--- src/rtl/fc_pkg.sv ---
// Shared FC definitions: reader FSM encoding and the FC result window,
// which is also where the FC scheduler writes its outputs.
package fc_pkg;

  typedef enum logic [1:0] {
    IDLE = 2'd0,
    READ = 2'd1,
    LAST = 2'd2,
    HOLD = 2'd3
  } fc_state_e;

  localparam int FC_RD_BASE_ADDR = 16;
  localparam int FC_NUM_CLASS    = 10;

endpackage

--- src/rtl/fc_argmax_reader_if.sv ---
// Picture-memory read port plus the result handshake towards the host.
//
// Handshake: result_valid rises with class_idx/max_value already stable and
// stays high, with the payload frozen, until a cycle in which result_ack is
// sampled high; result_valid drops on the following cycle. result_ack is
// ignored whenever result_valid is low.
interface fc_argmax_reader_if #(
  parameter int ADDR_BIT  = 10,
  parameter int DATA_BIT  = 16,
  parameter int CLASS_BIT = 4
);

  logic [ADDR_BIT-1:0]  picture_mem_addr;
  logic                 picture_mem_re;
  logic [DATA_BIT-1:0]  picture_mem_rd_data;
  logic                 result_valid;
  logic                 result_ack;
  logic [CLASS_BIT-1:0] class_idx;
  logic [DATA_BIT-1:0]  max_value;

  // Reader side: drives the memory address and presents the result
  modport master (
    output picture_mem_addr,
    output picture_mem_re,
    input  picture_mem_rd_data,
    output result_valid,
    input  result_ack,
    output class_idx,
    output max_value
  );

  // Memory / host side
  modport slave (
    input  picture_mem_addr,
    input  picture_mem_re,
    output picture_mem_rd_data,
    input  result_valid,
    output result_ack,
    input  class_idx,
    input  max_value
  );

endinterface

--- src/rtl/fc_argmax_reader_argmax_unit.sv ---
// Running signed argmax over a stream of indexed words. The first word of a
// scan loads unconditionally; later words replace the best only when strictly
// greater, so ties keep the lowest index.
module argmax_unit #(
  parameter int DATA_BIT  = 16,
  parameter int CLASS_BIT = 4
) (
  input  logic                 clk,
  input  logic                 rst_n,
  input  logic                 data_vld,
  input  logic                 first,
  input  logic [CLASS_BIT-1:0] idx,
  input  logic [DATA_BIT-1:0]  data,
  output logic [DATA_BIT-1:0]  max_value,
  output logic [CLASS_BIT-1:0] class_idx
);

  logic [DATA_BIT-1:0]  max_value_q, max_value_d;
  logic [CLASS_BIT-1:0] class_idx_q, class_idx_d;

  // Next best value/index: load on first word, replace on strict greater
  always_comb begin
    max_value_d = max_value_q;
    class_idx_d = class_idx_q;
    if (data_vld) begin
      if (first || ($signed(data) > $signed(max_value_q))) begin
        max_value_d = data;
        class_idx_d = idx;
      end
    end
  end

  // Best-so-far registers, cleared by reset only
  always_ff @(posedge clk or negedge rst_n) begin
    if (!rst_n) begin
      max_value_q <= '0;
      class_idx_q <= '0;
    end else begin
      max_value_q <= max_value_d;
      class_idx_q <= class_idx_d;
    end
  end

  assign max_value = max_value_q;
  assign class_idx = class_idx_q;

endmodule

--- src/rtl/fc_argmax_reader.sv ---
// Scans the FC result window in picture memory after the FC scheduler is done,
// finds the signed maximum and hands class index and value to the host.
// Memory read is synchronous: data returns the cycle after the address.
module fc_argmax_reader
  import fc_pkg::*;
#(
  parameter int ADDR_BIT     = 10,
  parameter int DATA_BIT     = 16,
  parameter int RD_BASE_ADDR = FC_RD_BASE_ADDR,
  parameter int NUM_CLASS    = FC_NUM_CLASS,
  parameter int CLASS_BIT    = 4
) (
  input  logic                clk,
  input  logic                rst_n,
  input  logic                start,
  output logic                busy,
  output fc_state_e           state_dbg,
  fc_argmax_reader_if.master  bus
);

  localparam logic [ADDR_BIT-1:0]  BASE     = ADDR_BIT'(RD_BASE_ADDR);
  localparam logic [CLASS_BIT-1:0] LAST_IDX = CLASS_BIT'(NUM_CLASS - 1);

  fc_state_e            state_q, state_d;
  logic [CLASS_BIT-1:0] rd_cnt_q, rd_cnt_d;
  logic [ADDR_BIT-1:0]  addr_q, addr_d;
  logic                 re_q, re_d;
  logic                 valid_q, valid_d;
  logic                 busy_q, busy_d;
  logic                 data_vld_q, data_vld_d;
  logic [CLASS_BIT-1:0] cmp_idx_q, cmp_idx_d;

  // FSM next-state and next registered outputs
  always_comb begin
    state_d    = state_q;
    rd_cnt_d   = rd_cnt_q;
    addr_d     = addr_q;
    re_d       = re_q;
    valid_d    = valid_q;
    data_vld_d = re_q;
    cmp_idx_d  = rd_cnt_q;
    unique case (state_q)
      IDLE: begin
        rd_cnt_d = '0;
        addr_d   = '0;
        re_d     = 1'b0;
        valid_d  = 1'b0;
        if (start) begin
          state_d = READ;
          addr_d  = BASE;
          re_d    = 1'b1;
        end
      end
      READ: begin
        if (rd_cnt_q == LAST_IDX) begin
          state_d = LAST;
          addr_d  = '0;
          re_d    = 1'b0;
        end else begin
          rd_cnt_d = rd_cnt_q + CLASS_BIT'(1);
          addr_d   = BASE + ADDR_BIT'(rd_cnt_q) + ADDR_BIT'(1);
          re_d     = 1'b1;
        end
      end
      LAST: begin
        // Leave only once the final word has been folded into the argmax
        // registers, so the payload is settled when result_valid rises.
        if (!data_vld_q) begin
          state_d = HOLD;
          valid_d = 1'b1;
        end
      end
      HOLD: begin
        if (bus.result_ack) begin
          state_d = IDLE;
          valid_d = 1'b0;
        end
      end
      default: begin
        state_d = IDLE;
        addr_d  = '0;
        re_d    = 1'b0;
        valid_d = 1'b0;
      end
    endcase
    busy_d = (state_d != IDLE);
  end

  // FSM, read counter, output and read-pipeline registers
  always_ff @(posedge clk or negedge rst_n) begin
    if (!rst_n) begin
      state_q    <= IDLE;
      rd_cnt_q   <= '0;
      addr_q     <= '0;
      re_q       <= 1'b0;
      valid_q    <= 1'b0;
      busy_q     <= 1'b0;
      data_vld_q <= 1'b0;
      cmp_idx_q  <= '0;
    end else begin
      state_q    <= state_d;
      rd_cnt_q   <= rd_cnt_d;
      addr_q     <= addr_d;
      re_q       <= re_d;
      valid_q    <= valid_d;
      busy_q     <= busy_d;
      data_vld_q <= data_vld_d;
      cmp_idx_q  <= cmp_idx_d;
    end
  end

  argmax_unit #(
    .DATA_BIT  (DATA_BIT),
    .CLASS_BIT (CLASS_BIT)
  ) u_argmax (
    .clk       (clk),
    .rst_n     (rst_n),
    .data_vld  (data_vld_q),
    .first     (cmp_idx_q == '0),
    .idx       (cmp_idx_q),
    .data      (bus.picture_mem_rd_data),
    .max_value (bus.max_value),
    .class_idx (bus.class_idx)
  );

  assign bus.picture_mem_addr = addr_q;
  assign bus.picture_mem_re   = re_q;
  assign bus.result_valid     = valid_q;
  assign busy                 = busy_q;
  assign state_dbg            = state_q;

endmodule
--- src/flat_wrapper.sv ---
// flat-port wrapper written by rule: the top's interface ports become plain ports
module fc_argmax_reader_flat import fc_pkg::*;
#(
  parameter int ADDR_BIT     = 10,
  parameter int DATA_BIT     = 16,
  parameter int RD_BASE_ADDR = FC_RD_BASE_ADDR,
  parameter int NUM_CLASS    = FC_NUM_CLASS,
  parameter int CLASS_BIT    = 4
)
  (clk, rst_n, start, busy, state_dbg, bus_picture_mem_addr, bus_picture_mem_re, bus_picture_mem_rd_data, bus_result_valid, bus_result_ack, bus_class_idx, bus_max_value);
  fc_argmax_reader_if #(.ADDR_BIT(ADDR_BIT), .DATA_BIT(DATA_BIT), .CLASS_BIT(CLASS_BIT)) bus_i ();
  input  logic clk;
  input  logic rst_n;
  input  logic start;
  output logic busy;
  output fc_state_e state_dbg;
  output wire logic [$bits(bus_i.picture_mem_addr)-1:0] bus_picture_mem_addr;
  output wire logic [$bits(bus_i.picture_mem_re)-1:0] bus_picture_mem_re;
  input wire logic [$bits(bus_i.picture_mem_rd_data)-1:0] bus_picture_mem_rd_data;
  output wire logic [$bits(bus_i.result_valid)-1:0] bus_result_valid;
  input wire logic [$bits(bus_i.result_ack)-1:0] bus_result_ack;
  output wire logic [$bits(bus_i.class_idx)-1:0] bus_class_idx;
  output wire logic [$bits(bus_i.max_value)-1:0] bus_max_value;
  assign bus_picture_mem_addr = bus_i.picture_mem_addr;
  assign bus_picture_mem_re = bus_i.picture_mem_re;
  assign bus_i.picture_mem_rd_data = bus_picture_mem_rd_data;
  assign bus_result_valid = bus_i.result_valid;
  assign bus_i.result_ack = bus_result_ack;
  assign bus_class_idx = bus_i.class_idx;
  assign bus_max_value = bus_i.max_value;
  fc_argmax_reader #(.ADDR_BIT(ADDR_BIT), .DATA_BIT(DATA_BIT), .RD_BASE_ADDR(RD_BASE_ADDR), .NUM_CLASS(NUM_CLASS), .CLASS_BIT(CLASS_BIT)) u_core (.clk(clk), .rst_n(rst_n), .start(start), .busy(busy), .state_dbg(state_dbg), .bus(bus_i));
endmodule
--- config.mk ---
export PLATFORM = sky130hd
export DESIGN_NAME = fc_argmax_reader_flat
export DESIGN_NICKNAME = d
export VERILOG_FILES = /design/src/rtl/fc_pkg.sv /design/src/rtl/fc_argmax_reader_if.sv /design/src/rtl/fc_argmax_reader_argmax_unit.sv /design/src/rtl/fc_argmax_reader.sv /design/src/flat_wrapper.sv
export SDC_FILE = /design/constraint.sdc
export NUM_CORES = 1
export LEC_CHECK = 0
export CELL_PAD_IN_SITES_DETAIL_PLACEMENT = 1
export CELL_PAD_IN_SITES_GLOBAL_PLACEMENT = 2
export CORE_UTILIZATION = 33
export CTS_CLUSTER_DIAMETER = 60
export DETAILED_ROUTE_END_ITERATION = 10
export PLACE_DENSITY_LB_ADDON = 0.08
export SLEW_MARGIN = 20
export SYNTH_ARGS = -nofsm -noshare
export SYNTH_HDL_FRONTEND = slang
export SYNTH_SLANG_ARGS = --single-unit
--- constraint.sdc ---
create_clock -name clk -period 4.7 [get_ports clk]
set_clock_uncertainty 0.2 [all_clocks]
set_input_delay 0.47 -clock clk [delete_from_list [all_inputs] [get_ports clk]]
set_output_delay 0.47 -clock clk [all_outputs]
set_load 0.02 [all_outputs]
==> summary by stage, run 1 <==
Outcome
The flow ran to the end, and the final reports show no timing, DRC or antenna violations.

GRT
The largest net degree at the start of global routing is 41. The total grt overflow is 0. The global-route wire length before repair is 8000 um. For this run, global-route usage on met2 was measured as 29.0%. For met3 alone, demand over resource in global routing was 3.67%.

Global routing used 16.4% of the available tracks across all layers. The number of antenna violations at the first check in global routing is 0. The global-route met1 utilization is 18.9%.

The peak-usage layer in the global routing report is met2. The number of global-route vias before repair is 1628.

Synth
The Yosys step of the flow raised 0 warnings. The synthesized netlist devotes 10.9% of its cell area to compound gates. The xor and xnor fraction of the mapped netlist area is 0.835%. The portion of netlist area occupied by mux cells is 15.3%. The number of synthesized register bits is 40. The number of standard cells after synthesis is 183. Ranked by total cell area, the synthesized netlist is headed by dfrtp_1, mux2_4, ha_1, inv_1, o21ai_0. The arithmetic-cell share of the synthesized area counting full adders, half adders and majority gates is 10.7%. The area share of the largest cell type after synthesis is 47.7%. The synthesized-area fraction occupied by and/or/nand/nor cells is 7.57%. The number of flops mapped to enable cells by yosys is 0.

After synthesis, the largest family of logic cells by area is multiplexers. For this run, the leading register cell type out of synthesis is dfrtp_1. The sequential cell area fraction in the yosys report is 47.7%. The library cell with the largest summed area after synthesis is dfrtp_1. Of all flip-flops after synthesis, the portion carrying an async set or reset was 100%. Counting distinct cell types in the post-synthesis netlist gives 34.

The synthesized area divided by synthesized cell count is 11.5 um^2. The post-synthesis instance area is 0.00210 mm^2.

Routing
In this run, the number of DRC markers left after iteration 0 of detailed routing was 15. The per-cell routed wire length is 15.7 um. The pre-antenna-repair detailed-routing pass consisted of 4 iterations. In the routed design, unresolved DRC markers number 0. Once detail routing completed, the nets flagged for antenna violations numbered 0. Summing over every cut layer, the via total after detailed routing is 1501. In the routed layout, each cell is associated on average with a via count of 4.84. Wires add up to 4860 um.

Clock tree
The number of clock sinks seen by CTS is 40. The clock tree from TritonCTS is yes. The clock latency of the later-clocked register in the worst-skew pair is 300 ps. The post-cts sizing count is 0. Once the clock tree was built, the setup fixing pass inserted 0 buffers.

The number of H-tree branching levels is 2. The total CTS buffers is 5. The post-CTS clock slew at the launch and capture registers of the worst setup and hold paths is 90 ps. The number of buffers between clock root and the deepest sink is 2.

The tree is rooted in a clkbuf_8. The count of hold buffers inserted by post-cts repair is 0.

Die
The floorplan has 28 rows. The starting density of the core is 34.8%. The floorplan step defined a die boundary enclosing 0.00668 mm^2.

The core region is 0.00603 mm^2. The die extent in y is 81.7 um. The die width is 81.7 um. The number of placed I/O pins is 55.

Final layout
The number of antenna cells inserted is 0. The filler cell count in the final layout is 660. Leaving out fill and tap cells, the most frequent cell in the layout is clkdlybuf4s50_1. The finished layout holds 310 standard cells, fillers aside. The library cells used most frequently in the layout, excluding fill and tap cells, are clkdlybuf4s50_1, dfrtp_1, inv_1, mux2_4, ha_1.

The share of final-layout standard cells stronger than drive strength 1 is 13.6%. Relative to the synthesized area, the layout overhead comes to 31.6%. The final layout contains 272 nets.

Critical path
In this run the critical register-to-register path is launched from u_core.u_argmax.max_value[13]$_DFFE_PN0P_. The slowest stage of the critical path is the a211oi_4 cell. The buffer and inverter count on the worst path is 2.

Across all register-to-register paths, the minimum setup slack is 1510 ps. The kind of end point of the critical path is a flip-flop. The worst setup path is launched from an input pin. Walking the worst path, the cells encountered are clkdlybuf4s50_1, ha_1, nand4_1, nor4_1, a221oi_1, a211oi_4, buf_4, mux2_4. Measured in cells, the most critical reg-to-reg path has a length of 8. On the worst path, the slowest cell contributes a delay of 640 ps. The worst setup path is of the in2reg kind.

The endpoint identified for the worst register-to-register timing path is u_core.u_argmax.max_value[7]$_DFFE_PN0P_. For the worst setup path, the data required time is 4690 ps. Of all nets on the critical path, the largest fanout is 12.

The arrival time at the worst endpoint is 3380 ps. The critical path's top delay family is buffers and inverters.

Pwr
The power consumption is 1.98 mW. IR analysis of the VDD net gives a maximum drop of 0.268 mV. The analysis attributes to cell leakage a power of 1.31 nW. The power per cell area is 718 mW/mm^2.

Timing
Setup repair after global routing left no endpoint under its margin. On the final layout, the worst hold slack is 104 ps. Measured against its own limit, the worst slew margin works out to 38.0%.

Setup violations remaining at the end of the flow were counted as 0. For this run, the top clock speed supported by timing is 295 MHz. The final count of hold timing violations is 0. Adding up every negative setup slack in the final design gives 0 ps. The transition at the pin with the smallest max-transition slack is 930 ps. The routed design could run at a clock period as short as 3390 ps. The number of pins exceeding their max-slew limit in the final report is 0.

The share of the clock period used by the worst path after layout is 72.2%.

Placement
The number of placed cells counting well taps is 302. The global placement routability congestion is 0.787. The count of buffers inserted at the top-level ports is 50. The detailed-placement wirelength estimate is 3570 um.

Flow run
The number of maximum-capacitance constraint violations is 0.

Min path
The worst min-delay path category is in2async.
==> cell type report <==
cell class                 instances  area [um^2]  area share (%)
inverter                          20         75.1            2.72
clock inverter                     3         46.3            1.68
multi-input combinational        116          973            35.3
timing repair buffer              51          503            18.2
clock buffer                       5         68.8            2.49
tap                               75         93.8            3.40
sequential                        40         1000            36.2
==> how the worst max path moves through the flow <==
stage | depth (start not counted) | endpoint | from
3_5_place_dp | 8 | u_core.u_argmax.max_value[7]$_DFFE_PN0P_ | bus_picture_mem_rd_data[13]
6_report | 8 | u_core.u_argmax.max_value[7]$_DFFE_PN0P_ | bus_picture_mem_rd_data[13]
3_3_place_gp | 8 | u_core.u_argmax.max_value[7]$_DFFE_PN0P_ | bus_picture_mem_rd_data[13]
5_1_grt | 8 | u_core.u_argmax.class_idx[2]$_DFFE_PN0P_ | bus_picture_mem_rd_data[13]
4_1_cts | 8 | u_core.u_argmax.max_value[7]$_DFFE_PN0P_ | bus_picture_mem_rd_data[13]
2_1_floorplan | 8 | u_core.u_argmax.class_idx[0]$_DFFE_PN0P_ | u_core.u_argmax.max_value[7]$_DFFE_PN0P_
==> synthesized netlist by cell type (2+ instances only) <==
| master | instances |
|---|---|
| nand2_1 | 17 |
| buf_6 | 2 |
| mux2i_1 | 2 |
| nor2_1 | 4 |
| mux2_4 | 20 |
| a22o_1 | 2 |
| nand3b_1 | 2 |
| o22ai_1 | 3 |
| nand4_1 | 3 |
| buf_4 | 4 |
| a21oi_1 | 8 |
| ha_1 | 18 |
| nand3_1 | 2 |
| inv_1 | 20 |
| nor3_1 | 2 |
| dfrtp_1 | 40 |
| clkbuf_1 | 4 |
| a21o_1 | 2 |
| o21ai_0 | 13 |
==> state kept, by name, summed over array words and instances (netlist names) <==
register and cells:
u_core.cmp_idx_d 4, u_core.cmp_idx_q 4, u_core.data_vld_q 1, u_core.bus.picture_mem_re 1
u_core.bus.result_valid 1, u_core.u_argmax.max_value 16, u_core.busy 1, u_core.state_dbg 2
u_core.bus.picture_mem_addr 6, u_core.u_argmax.class_idx 4
==> where the power goes <==
part / internal (mW) / switching, mW / total [mW]
logic: 0.560 / 0.496 / 1.06
registers: 0.490 / 0.140 / 0.631
clock network: 0.160 / 0.136 / 0.296
total: 1.21 / 0.772 / 1.98
==> routing by layer <==
layer  routed length, um  vias up
li1                    -      726
met1                2120      733
met2                2470       34
met3                 197        8
met4                  74        0
met5                   0        -
==> per-stage QoR <==
stage	utilization, %	cell area (um^2)	setup slack (ps)
2_1_floorplan	-	2110	2180
3_3_place_gp	43.9	2650	1050
3_5_place_dp	43.9	2650	925
4_1_cts	45.8	2760	1260
5_1_grt	45.8	2760	1150
6_report	45.8	2760	1310
==> logic make-up (layout without fill, tap and decap cells) <==
group           after synthesis  after routing
flops                        40             40
compound gates               36             36
simple gates                 34             34
buf+inv                      30             79
mux                          22             22
fa+ha+maj                    18             18
xor+xnor                      2              2
other cells                   1              4
==> worst register-to-register path, stage by stage (launching register included) <==
cell      delay (ps)
dfrtp_1          370
inv_1             50
ha_1             310
nand4_1          220
nor4_1           380
a221oi_1         190
a211oi_4         640
buf_4            380
mux2_4           340
No activity file was read; power rests on OpenSTA's default activity.
==> inputs of run 2 (changes only) <==
- CORE_UTILIZATION: 33 -> 31
- clock period: 4.7 -> 3.3 ns (I/O delays scaled with it)
==> run 2 against run 1 <==
Against the previous run: the flow now finishes with violations (design-rule violations); total power rose by 51%; largest power group unchanged; design area rose by 2.6%; critical endpoint is now u_core.u_argmax.max_value[6]$_DFFE_PN0P_; sequential power grew 41%; critical path type unchanged; clock power grew 90%.
==> summary by stage, run 2 (synthesized netlist as in run 1, its figures left out) <==
Min path
The worst min-delay path category is reg2reg. The cell count of the worst hold path is 0.

Critical path
The last element of the critical path is u_core.u_argmax.max_value[6]$_DFFE_PN0P_. The cell with the largest stage delay on the worst path is clkdlybuf4s50_1. The arrival time at the worst endpoint was 2740 ps (-640 ps).

The delay of the slowest critical-path stage came to 440 ps (-200 ps). The beginning of the worst register-to-register path is u_core.u_argmax.max_value[13]$_DFFE_PN0P_. The data required time of the worst path is 3280 ps (-1410 ps).

The worst setup path is captured at a flip-flop. The number of cell instances on the worst register-to-register path is 8 (unchanged). The worst-path maximum fanout came to 10 (-2). The worst setup path is launched from an input pin. The critical path class is in2reg.

The signal on the critical path passes through clkdlybuf4s50_1, ha_1, nand4_1, nor4_1, a221oi_1, a211oi_4, buf_4, mux2_4. Tracing the worst setup path back leads to its startpoint at bus_picture_mem_rd_data[7]. The worst register-to-register path ends at u_core.u_argmax.max_value[6]$_DFFE_PN0P_.

The buffer and inverter count on the worst path is 2 (unchanged). The depth of the critical timing path with buffers and inverters included is 8 (unchanged). The slack of the worst reg-to-reg path came to 600 ps (-910 ps). Broken down by cell family, the worst path's largest delay share belongs to buffers and inverters.

Timing
The worst path in the final design needs a cycle of 2750 ps, including I/O delays and setup. The worst hold slack came to 210 ps (+107 ps). The worst-case headroom to the max-slew limit is 40.0% (+2.0 points). Derived from the worst setup path, the maximum achievable clock frequency is 363 MHz. Setup repair after global routing left no endpoint under its margin.

The final setup slack of the worst path is 548 ps (-760 ps). The final count of hold timing violations is 0 (unchanged). The setup TNS is 0 ps (unchanged). The number of endpoints failing setup at the final stage was 0 (unchanged). The share of the clock period used by the worst path after layout is 83.4%. The number of pins exceeding their max-slew limit in the final report came to 0 (unchanged).

The transition at the pin with the smallest max-transition slack is 901 ps (-29.6 ps).

Placement
The worst setup slack before clock tree synthesis is 223 ps (-703 ps). The detailed-placement wirelength estimate was 3630 um (+1.7%). The global placement routability congestion was 0.732 (-7.0%). The count of buffers inserted at the top-level ports was 50 (unchanged).

The number of placed cells counting well taps is 306 (+1.3%).

Routing
The post-route met1 wirelength is 2030 um (-4.1%). The routed via count divided by cell count is 4.86 (+0.31%). The routed length on met3 is 198 um (+0.51%).

The count of nets left with antenna violations after detail routing is 0 (unchanged). The top metal layer carrying routed signals is met4. The DRC violation count after routing is 4 (+4). The per-cell routed wire length is 15.2 um (-2.9%). The number of optimization iterations in the first detailed-route pass is 6 (+2). The length of routed met2 wiring is 2490 um (+0.81%).

The first-iteration detailed-routing DRC count was 36 (+21). The total length of routed wires was 4790 um (-1.4%). The count of vias placed by the detailed router came to 1530 (+1.9%).

Clock tree
The clock tree from TritonCTS is yes. The clock latency of the later-clocked register in the worst-skew pair is 290 ps (about the same). The number of buffers between clock root and the deepest sink is 2 (unchanged). The total CTS buffers is 5 (unchanged).

The number of clock sinks seen by CTS was 40 (unchanged). The post-CTS clock slew at the launch and capture registers of the worst setup and hold paths is 80 ps (about the same). The tree is rooted in a clkbuf_8. The number of H-tree branching levels is 2 (unchanged).

Final layout
The number of nets in the final layout was 275 (+1.1%). The number of antenna cells inserted was 0 (unchanged). The filler cell count in the final layout is 710 (+7.6%). In the layout the commonest cells are clkdlybuf4s50_1, dfrtp_1, inv_1, mux2_4, ha_1. The most common cell after layout, fill and taps aside is clkdlybuf4s50_1.

The post-synthesis to final-layout area growth is 35.0%. The flip-flop count of the largest register, all copies and words added is 16 (unchanged). The number of cells in the finished layout apart from fillers is 315 (+1.6%). The share of final-layout standard cells stronger than drive strength 1 is 14.3% (+0.67 points).

Die
The count of standard-cell rows came to 29 (+3.6%). The starting density of the core was 32.5% (-2.3 points). The number of placed I/O pins is 55 (unchanged). The die extent in y is 84.3 um (+3.1%). The area of the placeable core came to 0.00646 mm^2 (+7.2%). The die width was 84.3 um (+3.1%). The floorplan die area was 0.00710 mm^2 (+6.3%).

GRT
The total grt overflow is 0 (unchanged). The largest net degree at the start of global routing was 41 (unchanged). The total global-route track usage was 14.8% (-1.6 points). The number of antenna violations at the first check in global routing is 0 (unchanged). The number of global-route vias before repair came to 1709 (+5.0%). The global-route wire length before repair is 8290 um (+3.6%).

Pwr
The static leakage power came to 1.35 nW (+2.8%). The power consumption is 3.00 mW (+51%). The power per cell area is 1060 mW/mm^2 (+48%). The peak ir drop on the vdd network is 0.279 mV (+4.1%).

Outcome
The final reports fail on design-rule violations. The run finished, with violations left.

Flow run
The number of maximum-capacitance constraint violations came to 0 (unchanged).
[run 2: through the flow]
stage                     area, um^2  util [%]
final                           2830      43.9
after global routing            2830      43.9
after CTS                       2830      43.9
after detailed placement        2660      41.2
after global placement          2660      41.2
after floorplan                 2110         -
[run 2: per-layer routing]
metal / up-vias / GRT usage [%]
met4: 0 / 4.70
met2: 31 / 26.5
met5: - / 0
met3: 8 / 3.83
li1: 733 / -
met1: 758 / 17.2
[run 2: worst min path at each step]
stage	from	slack (ps)	to
finish	u_core.bus.picture_mem_re$_DFFE_PN0P_	210	u_core.data_vld_q$_DFF_PN0_
global route	u_core.bus.picture_mem_re$_DFFE_PN0P_	230	u_core.data_vld_q$_DFF_PN0_
CTS	u_core.bus.picture_mem_re$_DFFE_PN0P_	220	u_core.data_vld_q$_DFF_PN0_
detailed placement	u_core.bus.picture_mem_re$_DFFE_PN0P_	200	u_core.data_vld_q$_DFF_PN0_
global placement	u_core.bus.picture_mem_re$_DFFE_PN0P_	190	u_core.data_vld_q$_DFF_PN0_
floorplan	rst_n	-170	u_core.bus.picture_mem_addr[0]$_DFFE_PN0P_
[run 2: area by class of cell]
| class | instances | area [um^2] | share of cell area (%) |
|---|---|---|---|
| Clock buffer | 5 | 68.8 | 2.43 |
| Sequential cell | 40 | 1000 | 35.3 |
| Timing Repair Buffer | 54 | 528 | 18.6 |
| Multi-Input combinational cell | 116 | 973 | 34.4 |
| Tap cell | 77 | 96.3 | 3.40 |
| Inverter | 20 | 75.1 | 2.65 |
| Clock inverter | 3 | 90.1 | 3.18 |
[run 2: where the power goes]
group | switching [mW] | total, mW | internal [mW]
sequential | 0.191 | 0.889 | 0.699
clock | 0.185 | 0.563 | 0.378
combinational | 0.724 | 1.55 | 0.826
[run 2: what timing repair did]
action                    4_1_cts  5_1_grt
hold endpoints to repair       18        0
resized for setup               0        0
buffers inserted                0        0
hold buffers                    1        0
==> inputs of run 3 (changes only) <==
- clock period: 3.3 -> 2.6 ns (I/O delays scaled with it)
==> run 3 against run 2 <==
Against the previous run: the run ends with design-rule violations, negative setup slack left; core utilization rose by 3.9 points; critical endpoint is now u_core.u_argmax.class_idx[3]$_DFFE_PN0P_; largest power group unchanged; combinational power is 57% higher; first-iteration DRC count decreased by 33%; die area stayed put; sequential power is 25% higher; via count grew 7.3%; global-route usage is 1.8 points higher; critical path type unchanged; total power rose by 36%.
==> summary by stage, run 3 (synthesized netlist as in run 1, its figures left out) <==
Routing
The count of vias placed by the detailed router came to 1641 (+7.3%). The total length of routed wires is 5440 um (+13%). The first-iteration detailed-routing DRC count is 24 (-33%). The routed via count divided by cell count is 4.78 (-1.5%). The number of optimization iterations in the first detailed-route pass was 7 (+1). The per-cell routed wire length was 15.9 um (+4.2%). The DRC violation count after routing is 4 (unchanged).

The count of nets left with antenna violations after detail routing came to 0 (unchanged).

Final layout
The library cells used most frequently in the layout, excluding fill and tap cells, are clkdlybuf4s50_1, dfrtp_1, buf_4. The number of cells in the finished layout apart from fillers is 343 (+8.9%). The total non-filler cell area in the finished layout came to 0.00308 mm^2 (+8.8%). The share of final-layout standard cells stronger than drive strength 1 is 26.7% (+12 points). The share of the core filled with cells in the final layout is 47.7% (+3.9 points). The number of antenna cells inserted is 0 (unchanged). The filler cell count in the final layout is 718 (+1.1%). The most common cell after layout, fill and taps aside is clkdlybuf4s50_1. The number of nets in the final layout was 303 (+10%). The flip-flop count of the largest register, all copies and words added is 16 (unchanged). Compared with the post-synthesis result, the final layout area differs by 46.9%.

Placement
The detailed-placement wirelength estimate is 3820 um (+5.3%). The global placement routability congestion is 0.749 (+2.4%). The count of buffers inserted at the top-level ports is 50 (unchanged). The cell area after placement is 0.00279 mm^2 (+4.7%). The number of placed cells counting well taps came to 321 (+4.9%).

Timing
The timing-limited maximum frequency is 379 MHz. The number of endpoints failing setup at the final stage is 11 (+11). The final setup slack of the worst path is -35.3 ps (-583 ps). The minimum clock period after layout is 2640 ps. The share of the clock period used by the worst path after layout is 101%. The transition at the pin with the smallest max-transition slack was 921 ps (+20.0 ps). The worst hold slack came to 233 ps (+22.4 ps). Setup repair after global routing could not meet its margin everywhere. The number of pins exceeding their max-slew limit in the final report is 0 (unchanged).

The final count of hold timing violations is 0 (unchanged). The worst-case headroom to the max-slew limit is 38.6% (-1.3 points).

Clock tree
The number of buffers between clock root and the deepest sink came to 2 (unchanged). The total CTS buffers was 5 (unchanged). TritonCTS built the clock tree. The post-CTS clock slew at the launch and capture registers of the worst setup and hold paths is 80 ps (about the same). The clock latency of the later-clocked register in the worst-skew pair is 300 ps (about the same). The number of H-tree branching levels was 2 (unchanged). The number of clock sinks seen by CTS is 40 (unchanged). The root cell of the clock tree is clkbuf_8.

Flow run
The number of maximum-capacitance constraint violations is 0 (unchanged).

Die
The floorplan die area was 0.00710 mm^2 (unchanged). The die width is 84.3 um (unchanged). The area of the placeable core is 0.00646 mm^2 (unchanged).

The starting density of the core is 32.5% (unchanged). The die extent in y is 84.3 um (unchanged). The count of standard-cell rows is 29 (unchanged).

The number of placed I/O pins came to 55 (unchanged).

Pwr
The proportion of total power due to net switching came to 37.9% (+1.3 points). The net switching power figure came to 1.54 mW (+40%). The internal power contribution came to 2.53 mW (+33%). The power per cell area is 1320 mW/mm^2 (+25%). The clock share of power is 12.9% (-5.9 points). The fraction of power consumed by combinational cells was 59.7% (+8.1 points).

The peak ir drop on the vdd network is 0.394 mV (+41%). The power consumption is 4.07 mW (+36%). The static leakage power was 1.48 nW (+9.9%). The sequential share of power is 27.4% (-2.2 points).

Outcome
The run finished, with violations left. The checks that failed: design-rule violations, negative setup slack.

Min path
The worst hold path terminates at u_core.data_vld_q$_DFF_PN0_. The cell count of the worst hold path is 0 (unchanged). The worst hold path belongs to the class reg2reg. The critical hold path startpoint is u_core.bus.picture_mem_re$_DFFE_PN0P_.

Critical path
The number of cell instances on the worst register-to-register path is 11 (+3). The worst register-to-register path begins at u_core.u_argmax.max_value[7]$_DFFE_PN0P_. The arrival time at the worst endpoint is 2620 ps (-120 ps).

The kind of end point of the critical path is a flip-flop. Walking the worst path, the cells encountered are clkdlybuf4s50_1, ha_4, nand4_1, buf_4, nor4_4, buf_4, a41o_1, a211oi_4, buf_6, buf_16, mux2_4. The endpoint of the worst-slack reg-to-reg timing path is u_core.u_argmax.class_idx[3]$_DFFE_PN0P_. The delay of the slowest critical-path stage is 470 ps (+30 ps).

The data required time of the worst path came to 2590 ps (-690 ps). The sort of element at the start of the critical path is an input pin. The slowest stage of the critical path belongs to the cell clkdlybuf4s50_1. The worst-path maximum fanout came to 7 (-3).

The slack of the worst reg-to-reg path was 10 ps (-590 ps). The most numerous cell type found on the critical path is buf_4. The worst setup path is of the in2reg kind.

GRT
The total grt overflow is 0 (unchanged). The largest net degree at the start of global routing was 41 (unchanged). The total global-route track usage came to 16.6% (+1.8 points). The global-route wire length before repair was 9180 um (+11%). The number of antenna violations at the first check in global routing is 0 (unchanged). The number of global-route vias before repair is 1814 (+6.1%).
==> run 3: area by class of cell <==
cell class	instances	area, um^2	share of cell area (%)
Multi-Input combinational cell	116	1040	33.7
Clock inverter	3	42.5	1.38
Inverter	20	75.1	2.44
Sequential cell	40	1000	32.5
Timing Repair Buffer	82	761	24.7
Tap cell	77	96.3	3.13
Clock buffer	5	68.8	2.23
==> run 3: what timing repair did <==
action | CTS | global route
resized for setup | 10 | 4
hold buffers | 1 | 0
endpoints found under the setup margin | 20 | 20
setup buffers | 10 | 4
pin swaps | 9 | 7
gates cloned | 1 | 0
endpoints found under the hold margin | 40 | 0
==> run 3: layer usage <==
| layer | vias to the layer above | global-route usage [%] | routed length [um] |
|---|---|---|---|
| met3 | 6 | 3.83 | 160 |
| li1 | 790 | - | - |
| met5 | - | 0 | 0 |
| met4 | 0 | 4.70 | 62 |
| met1 | 816 | 19.2 | 2320 |
| met2 | 29 | 30.5 | 2900 |
==> run 3: power by group through the flow <==
| stage | registers (mW) | logic, mW | clock network, mW |
|---|---|---|---|
| 2_1_floorplan | 1.32 | 1.07 | 0 |
| 3_3_place_gp | 1.12 | 2.12 | 0 |
| 3_5_place_dp | 1.14 | 2.17 | 0 |
| 4_1_cts | 1.12 | 2.48 | 0.549 |
| 5_1_grt | 1.15 | 2.62 | 0.574 |
| 6_report | 1.11 | 2.43 | 0.527 |
==> run 3: worst max path at each step <==
stage	start	to	slack, ps	depth (start not counted)
floorplan	u_core.u_argmax.max_value[7]$_DFFE_PN0P_	u_core.u_argmax.class_idx[0]$_DFFE_PN0P_	80	8
global placement	bus_picture_mem_rd_data[7]	u_core.u_argmax.max_value[0]$_DFFE_PN0P_	-310	9
detailed placement	bus_picture_mem_rd_data[7]	u_core.u_argmax.max_value[13]$_DFFE_PN0P_	-470	8
CTS	u_core.u_argmax.max_value[12]$_DFFE_PN0P_	u_core.u_argmax.max_value[9]$_DFFE_PN0P_	2	11
global route	u_core.u_argmax.max_value[13]$_DFFE_PN0P_	u_core.u_argmax.class_idx[3]$_DFFE_PN0P_	-80	10
finish	bus_picture_mem_rd_data[7]	u_core.u_argmax.class_idx[3]$_DFFE_PN0P_	-40	11
==> run 3: metrics by stage <==
stage,worst slack (ps),TNS [ps]
after floorplan,75.7,0
after global placement,-314,-6030
after detailed placement,-466,-8920
after CTS,1.91,0
after global routing,-84.4,-1140
final,-35.3,-246
==> run 3: critical path: cells and delay by family <==
kind | cells | cell delay, ps
muxes | 1 | 290
adders and majority gates | 1 | 300
and+or+nand+nor | 2 | 400
buffers and inverters | 5 | 1100
AOI/OAI and AO/OA | 2 | 270
